[src/rtl/spi_pkg.sv]
// spi_pkg: shared constants and types for the SPI master/slave blocks.
package spi_pkg;

  // Default word length shared by master and slave.
  localparam int SPI_DATA_WIDTH = 8;

  // Depth of the input synchronizer on the asynchronous SPI pins.
  localparam int SPI_SYNC_STAGES = 2;

  // Responder frame state: waiting for chip select, or inside a frame.
  typedef enum logic {
    IDLE   = 1'b0,
    ACTIVE = 1'b1
  } spi_slave_state_t;

endpackage

[src/rtl/spi_sync.sv]
// spi_sync: N-stage flop synchronizer for a bundle of asynchronous inputs.
module spi_sync #(
  parameter int               WIDTH   = 1,
  parameter int               STAGES  = 2,
  parameter logic [WIDTH-1:0] RST_VAL = '0
) (
  input  logic             clk_i,
  input  logic             arstn_i,
  input  logic [WIDTH-1:0] d_i,
  output logic [WIDTH-1:0] q_o
);

  logic [WIDTH-1:0] r_stage [STAGES];

  // Capture the raw pins, then walk them down the chain to settle metastability.
  always_ff @(posedge clk_i or negedge arstn_i) begin
    if (!arstn_i) begin
      for (int i = 0; i < STAGES; i++) begin
        r_stage[i] <= RST_VAL;
      end
    end else begin
      r_stage[0] <= d_i;
      for (int i = 1; i < STAGES; i++) begin
        r_stage[i] <= r_stage[i-1];
      end
    end
  end

  assign q_o = r_stage[STAGES-1];

endmodule

[src/rtl/spi_slave.sv]
// spi_slave: oversampling SPI responder, all four CPOL/CPHA modes, MSB first,
// with a one-entry valid/ready buffer on both the tx and rx sides.
module spi_slave
  import spi_pkg::*;
#(
  parameter int DATA_WIDTH = SPI_DATA_WIDTH
) (
  input  logic                  clk_i,
  input  logic                  arstn_i,
  input  logic                  cpol_i,
  input  logic                  cpha_i,
  input  logic                  sclk_i,
  input  logic                  cs_n_i,
  input  logic                  mosi_i,
  output logic                  miso_o,
  output logic                  miso_oe_o,
  input  logic [DATA_WIDTH-1:0] tx_data_i,
  input  logic                  tx_valid_i,
  output logic                  tx_ready_o,
  output logic [DATA_WIDTH-1:0] rx_data_o,
  output logic                  rx_valid_o,
  input  logic                  rx_ready_i,
  output logic                  busy_o,
  output logic                  overflow_o,
  output logic                  underrun_o
);

  localparam int CNT_W = $clog2(DATA_WIDTH + 1);
  localparam logic [CNT_W-1:0] CNT_FULL = CNT_W'(DATA_WIDTH);
  localparam logic [CNT_W-1:0] CNT_LAST = CNT_W'(DATA_WIDTH - 1);
  localparam logic [CNT_W-1:0] CNT_ONE  = CNT_W'(1);

  // Synchronized pins, ordered {sclk, cs_n, mosi}; cs_n idles high.
  logic [2:0] w_sync;
  logic       w_sclk_s, w_cs_n_s, w_mosi_s;

  spi_sync #(
    .WIDTH  (3),
    .STAGES (SPI_SYNC_STAGES),
    .RST_VAL(3'b010)
  ) u_sync (
    .clk_i  (clk_i),
    .arstn_i(arstn_i),
    .d_i    ({sclk_i, cs_n_i, mosi_i}),
    .q_o    (w_sync)
  );

  assign {w_sclk_s, w_cs_n_s, w_mosi_s} = w_sync;

  spi_slave_state_t        r_state;
  logic                    r_sclk_d, r_cs_n_d;
  logic                    r_cpol, r_cpha;
  logic [CNT_W-1:0]        r_bit_cnt;
  logic [DATA_WIDTH-2:0]   r_rx_shift;
  logic [DATA_WIDTH-1:0]   r_tx_shift;
  logic                    r_load_pending;
  logic                    r_miso_oe, r_busy;
  logic [DATA_WIDTH-1:0]   r_tx_buf;
  logic                    r_tx_ready, r_underrun;
  logic [DATA_WIDTH-1:0]   r_rx_data;
  logic                    r_rx_valid, r_overflow;

  // History flops for edge detection on the synchronized clock and select.
  always_ff @(posedge clk_i or negedge arstn_i) begin
    if (!arstn_i) begin
      r_sclk_d <= 1'b0;
      r_cs_n_d <= 1'b1;
    end else begin
      r_sclk_d <= w_sclk_s;
      r_cs_n_d <= w_cs_n_s;
    end
  end

  logic w_cs_fall, w_cs_rise, w_sclk_rise, w_sclk_fall, w_lead, w_trail;
  logic w_active, w_shift, w_sample, w_word_done;
  logic w_load, w_load_start, w_load_run;
  logic [DATA_WIDTH-1:0] w_load_word, w_rx_word;

  assign w_cs_fall   = r_cs_n_d & ~w_cs_n_s;
  assign w_cs_rise   = ~r_cs_n_d & w_cs_n_s;
  assign w_sclk_rise = ~r_sclk_d & w_sclk_s;
  assign w_sclk_fall = r_sclk_d & ~w_sclk_s;
  // Leading edge moves SCLK away from its idle level, trailing edge returns it.
  assign w_lead      = r_cpol ? w_sclk_fall : w_sclk_rise;
  assign w_trail     = r_cpol ? w_sclk_rise : w_sclk_fall;

  // Edges are ignored in the cycle the frame ends so an abort wins over data.
  assign w_active    = (r_state == ACTIVE) && !w_cs_rise;
  assign w_shift     = w_active && (r_cpha ? w_lead : w_trail);
  assign w_sample    = w_active && (r_cpha ? w_trail : w_lead);
  assign w_word_done = w_sample && (r_bit_cnt == CNT_LAST);
  assign w_rx_word   = {r_rx_shift, w_mosi_s};

  // CPHA=0 preloads at select; afterwards a load replaces a shift at word boundaries.
  assign w_load_start = (r_state == IDLE) && w_cs_fall && !cpha_i;
  assign w_load_run   = w_shift && (r_cpha ? r_load_pending : (r_bit_cnt == CNT_FULL));
  assign w_load       = w_load_start || w_load_run;
  // An empty buffer (ready high) feeds zeros into the shifter.
  assign w_load_word  = r_tx_ready ? '0 : r_tx_buf;

  // Frame FSM: mode latch, bit counting and both shift registers.
  always_ff @(posedge clk_i or negedge arstn_i) begin
    if (!arstn_i) begin
      r_state        <= IDLE;
      r_cpol         <= 1'b0;
      r_cpha         <= 1'b0;
      r_bit_cnt      <= '0;
      r_rx_shift     <= '0;
      r_tx_shift     <= '0;
      r_load_pending <= 1'b0;
      r_miso_oe      <= 1'b0;
      r_busy         <= 1'b0;
    end else begin
      case (r_state)
        IDLE: begin
          if (w_cs_fall) begin
            r_state    <= ACTIVE;
            r_cpol     <= cpol_i;
            r_cpha     <= cpha_i;
            r_bit_cnt  <= '0;
            r_rx_shift <= '0;
            r_miso_oe  <= 1'b1;
            r_busy     <= 1'b1;
            if (cpha_i) begin
              r_load_pending <= 1'b1;
            end else begin
              r_tx_shift <= w_load_word;
            end
          end
        end
        ACTIVE: begin
          if (w_cs_rise) begin
            // Partial words are discarded; a preloaded tx word is simply lost.
            r_state        <= IDLE;
            r_bit_cnt      <= '0;
            r_rx_shift     <= '0;
            r_load_pending <= 1'b0;
            r_miso_oe      <= 1'b0;
            r_busy         <= 1'b0;
          end else begin
            if (w_sample) begin
              r_rx_shift <= w_rx_word[DATA_WIDTH-2:0];
              if (!w_word_done) begin
                r_bit_cnt <= r_bit_cnt + CNT_ONE;
              end else if (r_cpha) begin
                r_bit_cnt      <= '0;
                r_load_pending <= 1'b1;
              end else begin
                // Held at full until the following trailing edge reloads.
                r_bit_cnt <= CNT_FULL;
              end
            end
            if (w_shift) begin
              if (w_load) begin
                r_tx_shift     <= w_load_word;
                r_load_pending <= 1'b0;
                if (!r_cpha) begin
                  r_bit_cnt <= '0;
                end
              end else begin
                r_tx_shift <= r_tx_shift << 1;
              end
            end
          end
        end
        default: r_state <= IDLE;
      endcase
    end
  end

  // Tx holding buffer; a same-cycle load sees the pre-capture contents.
  always_ff @(posedge clk_i or negedge arstn_i) begin
    if (!arstn_i) begin
      r_tx_buf   <= '0;
      r_tx_ready <= 1'b1;
      r_underrun <= 1'b0;
    end else begin
      r_underrun <= w_load && r_tx_ready;
      if (tx_valid_i && r_tx_ready) begin
        r_tx_buf   <= tx_data_i;
        r_tx_ready <= 1'b0;
      end else if (w_load && !r_tx_ready) begin
        r_tx_ready <= 1'b1;
      end
    end
  end

  // Rx holding register: accept a finished word unless an unread one blocks it.
  always_ff @(posedge clk_i or negedge arstn_i) begin
    if (!arstn_i) begin
      r_rx_data  <= '0;
      r_rx_valid <= 1'b0;
      r_overflow <= 1'b0;
    end else begin
      r_overflow <= 1'b0;
      if (w_word_done) begin
        if (!r_rx_valid || rx_ready_i) begin
          r_rx_data  <= w_rx_word;
          r_rx_valid <= 1'b1;
        end else begin
          r_overflow <= 1'b1;
        end
      end else if (rx_ready_i) begin
        r_rx_valid <= 1'b0;
      end
    end
  end

  assign miso_o     = r_tx_shift[DATA_WIDTH-1];
  assign miso_oe_o  = r_miso_oe;
  assign busy_o     = r_busy;
  assign tx_ready_o = r_tx_ready;
  assign underrun_o = r_underrun;
  assign rx_data_o  = r_rx_data;
  assign rx_valid_o = r_rx_valid;
  assign overflow_o = r_overflow;

endmodule

[config.mk]
export PLATFORM = sky130hd
export DESIGN_NAME = spi_slave
export DESIGN_NICKNAME = d
export VERILOG_FILES = /design/src/rtl/spi_pkg.sv /design/src/rtl/spi_sync.sv /design/src/rtl/spi_slave.sv
export SDC_FILE = /design/constraint.sdc
export NUM_CORES = 1
export LEC_CHECK = 0
export BUFFER_PORTS_ARGS = -buffer_cell sky130_fd_sc_hd__buf_4
export CAP_MARGIN = 0
export CORE_MARGIN = 10
export CORE_UTILIZATION = 55
export CTS_CLUSTER_DIAMETER = 40
export DETAILED_ROUTE_END_ITERATION = 7
export MAX_ROUTING_LAYER = met4
export PLACE_DENSITY = 0.77
export SKIP_CTS_REPAIR_TIMING = 1
export SLEW_MARGIN = 40
export SYNTH_ARGS = -nofsm -noshare
export SYNTH_HDL_FRONTEND = slang
export SYNTH_SLANG_ARGS = --single-unit
export TNS_END_PERCENT = 50
[constraint.sdc]
create_clock -name clk_i -period 3 [get_ports clk_i]
set_clock_uncertainty 0.2 [all_clocks]
set_input_delay 0.15 -clock clk_i [delete_from_list [all_inputs] [get_ports clk_i]]
set_output_delay 0.15 -clock clk_i [all_outputs]
set_load 0.05 [all_outputs]
==> results of run 1 <==
## stage by stage
stage	instance area, um^2	hold slack (ns)	setup slack, ns
after floorplan	2240	-0.346	0.849
after global placement	2490	-0.00145	0.767
after detailed placement	2490	0.00982	0.654
after CTS	2580	-0.324	0.635
after global routing	2740	0.162	0.480
final	2740	0.161	0.627
## logic make-up after synthesis
family | Yosys count | share of synthesized area (%)
AO/OA/AOI/OAI | 38 | 12.3
XOR/XNOR | 1 | 0.390
adder cells (fa/ha/maj) | 2 | 1.11
buffers and inverters | 11 | 3.46
flip-flops | 52 | 58.2
multiplexers | 27 | 13.3
AND/OR/NAND/NOR | 46 | 11.3
## registers in the layout, summed over array words and instances, names as in the netlist
register and flops:
busy_o 1, overflow_o 1, r_bit_cnt 4, r_cpha 1, r_cpol 1, r_cs_n_d 1
r_load_pending 1, r_rx_shift 7, r_sclk_d 1, r_state 1, r_tx_buf 8, r_tx_shift 8
rx_data_o 8, rx_valid_o 1, tx_ready_o 1, u_sync.q_o 3, u_sync.r_stage 3, underrun_o 1
## worst max path at each step
stage                    end  slack, ns  cells past startpoint   start
2_1_floorplan   rx_data_o[0]       0.85                      6  r_cpha
3_3_place_gp    rx_data_o[1]       0.77                      6  r_cpha
3_5_place_dp   r_tx_shift[1]       0.65                      5  r_cpha
4_1_cts        r_tx_shift[1]       0.63                      5  r_cpha
5_1_grt        r_tx_shift[7]       0.48                      5  r_cpha
6_report       r_tx_shift[2]       0.63                      5  r_cpha
## area by class of cell
| type | count | area share, % |
|---|---|---|
| sequential | 52 | 47.6 |
| multi-input combinational | 114 | 31.4 |
| timing repair buffer | 49 | 14.9 |
| clock buffer | 6 | 2.65 |
| tap | 50 | 2.28 |
| clock inverter | 2 | 0.593 |
| inverter | 4 | 0.548 |
## metal layers
metal	vias to the layer above	share of wire, %
met5	-	0
met4	0	1.3
met3	7	3.0
met2	30	51
met1	741	45
li1	717	-
## placed cells by master (no fill, tap or decap), types with 2 or more instances in the layout
| master | Yosys | routed |
|---|---|---|
| inv_1 | 4 | 4 |
| dlygate4sd3_1 | 0 | 16 |
| clkbuf_8 | 1 | 5 |
| o32ai_2 | 2 | 2 |
| ha_1 | 2 | 2 |
| dfstp_2 | 4 | 4 |
| buf_4 | 3 | 33 |
| mux2_2 | 18 | 18 |
| nor2b_1 | 8 | 8 |
| nand2_1 | 9 | 9 |
| nand3_1 | 2 | 2 |
| and3_1 | 2 | 2 |
| dfrtp_1 | 48 | 48 |
| o21ai_0 | 5 | 5 |
| mux2i_1 | 8 | 8 |
| or2b_2 | 3 | 3 |
| nand2b_1 | 3 | 3 |
| nor2_1 | 13 | 13 |
| a22o_1 | 8 | 8 |
| a21oi_1 | 15 | 15 |
## cell usage after synthesis
cell type,count
a41oi_1,1
o31ai_4,1
a21o_1,1
a21oi_1,15
clkbuf_1,1
inv_1,4
a22oi_1,1
o21ai_1,1
nor2b_1,8
clkbuf_8,1
nand3_2,1
dfrtp_1,48
nand2b_1,3
and3_1,2
o22ai_1,1
mux2i_1,8
mux2_4,1
buf_4,3
buf_6,2
a22o_1,8
nor2b_2,1
or2b_2,3
dfstp_2,4
and2_2,1
and4bb_2,1
xnor2_1,1
and3b_1,1
o21ai_0,5
nand3_1,2
mux2_2,18
and2_1,1
ha_1,2
nand2_1,9
o22a_1,1
o211ai_1,1
nor2_1,13
o32ai_2,2
## power groups by stage
stage | Clock (uW) | Combinational [uW] | Sequential (uW)
final | 395 | 493 | 956
after global routing | 430 | 545 | 979
after CTS | 403 | 483 | 956
after detailed placement | 0 | 482 | 970
after global placement | 0 | 454 | 958
after floorplan | 0 | 336 | 977
## critical path, stage by stage, from the launching register on
cell and delay (ns):
dfrtp_1 0.46, xnor2_1 0.29, mux2_4 0.36, o31ai_4 0.59, mux2i_1 0.26, a21oi_1 0.09
==> out/results.ini, run 1 <==
[place]
gp_congestion = 0.841
portBuffers = 31
dp_hpwl_um = 3060
dpl.cell_count = 253

[routing]
drt_iter0_markers = 55
antenna_left = 0
wl_per_cell_um = 15.5
finalWirelength_um = 4300
dr_total_vias = 1495
first_pass_iters = 4
viasPerCell = 5.40
route.detailed.drc = 0

[pwr]
power.leakage_uw = 0.00129
net-switching-power_uw = 588
clkPwrFrac_pct = 21.4
p_int_uw = 1260
power_frac_comb_pct = 26.7
p_seq_share_pct = 51.9
p_per_area_mw_per_mm2 = 672
p_total_uw = 1840
ir_worst_vdd_mv = 0.505
netSwitchingFraction_pct = 31.9

[global_routing]
grtUsageMet2_pct = 19.9
track_usage_pct = 12.4
grt_pass1_wl_um = 7140
gr-usage-met3_pct = 3.13
grt_pass1_vias = 1538
grt-ovfl-total = 0
busiest_layer = met2
grt_max_degree = 53
met1_usage_pct = 14.8
antenna_found_initial = 0

[final_layout]
layoutNonFillerInstCount = 277
n_fill_cell = 282
diodes = 0
ff_latch_area_mm2 = 0.00131
layout-drive-gt1-share_pct = 32.2
finish.utilization_pct = 69.0
fin_nets = 245
multiInputGateArea_um2 = 861
areaGrowthSynthToFinish_pct = 22.1

[clock_network]
root_buffer = clkbuf_8
cts_buffer_depth = 2
clk_pin_slew_ns = 0.10
cts_made_buffers = 5
cts_tree = built
ctsHtreeMaxLevel = 2
clk_latency_ns = 0.31
cts.sinks = 52

[timing]
setup_viol = 0
maxSlewHeadroom_pct = 58.9
finalCriticalPeriod_ns = 2.37
rsz0062_at_grt = no
fin_crit_sh_pct = 79.1
fmax_mhz = 421
drv_slew = 0
worstMarginPinSlew_ns = 0.612
setup-tns-final_ns = 0
hold_viol_final = 0

[setup_path]
rrSetupSlack_ns = 0.63
r2r-end = r_tx_shift[2]
path_class = flop to flop
rr_startpoint = r_cpha
end_kind = flop
ff2ff_path_depth = 5
cp.required_ns = 2.98
arrival_ns = 2.35
worstPathMaxFanout = 11
start_kind = flop

[synth]
synth_seq_area_share_pct = 58.2
netlist_instances = 177
yosysTopAreaCellShare_pct = 53.5
yosysWarnings = 0
synth_area_leaders = dfrtp_1 54%, mux2_2 9.0%, dfstp_2 4.7%, mux2i_1 3.6%, a21oi_1 3.3%
synth_fp_nets = 196
avgSynthCellArea_um2 = 12.7
synth_area_mm2 = 0.00224
synth.distinct_cells = 37
synth_top_area_cell = dfrtp_1
synth-seq-cells = 52

[floorplanning]
start_util_pct = 56.5
die_area_mm2 = 0.00704
die_w_um = 83.9
pin_count = 32
die_y_um = 83.9
rows = 23
core_mm2 = 0.00397

[status]
status = finished, final reports clean

[min_path]
whs_endpoint = u_sync.q_o[1]
min_from = u_sync.r_stage[4]
min_delay_path_depth = 0
min_path_type = flop to flop

[flow_run]
maxCapViolations = 0

(Power assumes the default switching activity.)
==> run 2, diff against run 1 <==
--- a/config.mk
+++ b/config.mk
@@ -8,11 +8,11 @@
 export BUFFER_PORTS_ARGS = -buffer_cell sky130_fd_sc_hd__buf_4
 export CAP_MARGIN = 0
 export CORE_MARGIN = 10
-export CORE_UTILIZATION = 55
+export CORE_UTILIZATION = 50
 export CTS_CLUSTER_DIAMETER = 40
 export DETAILED_ROUTE_END_ITERATION = 7
 export MAX_ROUTING_LAYER = met4
-export PLACE_DENSITY = 0.77
+export PLACE_DENSITY = 0.74
 export SKIP_CTS_REPAIR_TIMING = 1
 export SLEW_MARGIN = 40
 export SYNTH_ARGS = -nofsm -noshare
==> constraint.sdc (replaced) <==
create_clock -name clk_i -period 2 [get_ports clk_i]
set_clock_uncertainty 0.2 [all_clocks]
set_input_delay 0.1 -clock clk_i [delete_from_list [all_inputs] [get_ports clk_i]]
set_output_delay 0.1 -clock clk_i [all_outputs]
set_load 0.05 [all_outputs]
==> out/results.ini, run 2 (synthesis results as in run 1) <==
[status]
status = finished, violations left
violations = negative setup slack

[final_layout]
layout-drive-gt1-share_pct = 41.4
mostFrequentLayoutCell = dfrtp_1
multiInputGateArea_um2 = 975
diodes = 0
final_cell_mix = 48 x dfrtp_1, 44 x buf_4, 16 x dlygate4sd3_1
ff_latch_area_mm2 = 0.00131
n_fill_cell = 300
areaGrowthSynthToFinish_pct = 35.1
fin_nets = 262

[place]
gp_congestion = 0.836
dp_hpwl_um = 3230
portBuffers = 31
pre_cts_ws_ns = -0.0707

[clock_network]
clk_latency_ns = 0.31
ctsHtreeMaxLevel = 2
root_buffer = clkbuf_8
cts_made_buffers = 5
cts.sinks = 52
cts_tree = built
cts_buffer_depth = 2
clk_pin_slew_ns = 0.10

[routing]
first_pass_iters = 4
finalWirelength_um = 4550
dr_total_vias = 1585
viasPerCell = 5.35
antenna_left = 0
drt_iter0_markers = 66
route.detailed.drc = 0
wl_per_cell_um = 15.4

[setup_path]
r2r-end = r_tx_shift[3]
rr_startpoint = r_cpha
path_class = flop to flop
ff2ff_path_depth = 7
worstPathMaxFanout = 5
arrival_ns = 2.10
start_kind = flop
end_kind = flop
rrSetupSlack_ns = -0.1
cp.required_ns = 2.00

[timing]
fin_ws_ns = -0.0953
maxSlewHeadroom_pct = 59.1
fmax_mhz = 477
drv_slew = 0
setup_viol = 17
setup-tns-final_ns = -1.04
finalCriticalPeriod_ns = 2.10
rsz0062_at_grt = yes
hold_viol_final = 0
worstMarginPinSlew_ns = 0.614
fin_crit_sh_pct = 105

[global_routing]
grt_max_degree = 53
grt_pass1_vias = 1664
track_usage_pct = 12.0
grt_pass1_wl_um = 7270
grt-ovfl-total = 0
antenna_found_initial = 0

[floorplanning]
pin_count = 32
die_area_mm2 = 0.00757
die_y_um = 87
die_w_um = 87
start_util_pct = 51.6
core_mm2 = 0.00435
rows = 24

[min_path]
min_path_type = primary input to asynchronous set/reset pin

[pwr]
power.leakage_uw = 0.00142
ir_worst_vdd_mv = 0.712
p_per_area_mw_per_mm2 = 982

[flow_run]
maxCapViolations = 0

[run 2: cell count changes in the layout (fill, tap and decap cells not counted), moves of 4 or more]
cell | before | now
buf_4 | 33 | 44
mux2_2 | 18 | 10
a21oi_1 | 15 | 11
buf_6 | 0 | 4
mux2_4 | 1 | 9
[run 2: critical path: stages, from the launching register on]
cell and delay [ns]:
dfrtp_1 0.43, buf_6 0.14, and4bb_2 0.34, a21oi_4 0.05, o31ai_4 0.33, clkbuf_16 0.21, mux2i_1 0.19, a21oi_1 0.10
[run 2: metrics by stage]
step	hold slack [ns]	util [%]	area (um^2)	instances	total power [uW]
2_1_floorplan	-0.396	-	2260	177	1980
3_3_place_gp	-0.0526	60.4	2630	270	2210
3_5_place_dp	-0.0370	60.4	2630	270	2270
4_1_cts	-0.381	62.5	2720	278	2870
5_1_grt	0.165	69.7	3030	296	3150
6_report	0.139	69.7	3030	296	2980
[run 2: worst max path at each step]
stage | startpoint | to | slack, ns
after global routing | r_cpha | rx_data_o[2] | -0.17
final | r_cpha | r_tx_shift[3] | -0.1
after global placement | r_cpol | rx_data_o[2] | -0.04
after detailed placement | u_sync.q_o[2] | r_tx_shift[3] | -0.07
after CTS | r_cpol | rx_data_o[3] | -0.11
after floorplan | r_cpol | rx_data_o[0] | -0.03
[run 2: power breakdown]
part,switching (uW),internal [uW]
Sequential,164,1270
Combinational,452,493
Clock,342,251
Total,959,2020
[run 2: layout make-up]
| type | instances | area share (%) |
|---|---|---|
| Sequential cell | 52 | 43.1 |
| Clock inverter | 3 | 0.743 |
| Inverter | 4 | 0.495 |
| Tap cell | 52 | 2.15 |
| Timing Repair Buffer | 66 | 19.1 |
| Multi-Input combinational cell | 114 | 32.1 |
| Clock buffer | 5 | 2.27 |
[run 2: metal layers]
| metal | up-vias | wire, um | track usage (%) |
|---|---|---|---|
| met2 | 37 | 2340 | 19.5 |
| met3 | 6 | 221 | 3.93 |
| met1 | 790 | 1950 | 13.7 |
| li1 | 752 | - | - |
| met4 | 0 | 44 | 3.83 |
| met5 | - | 0 | - |
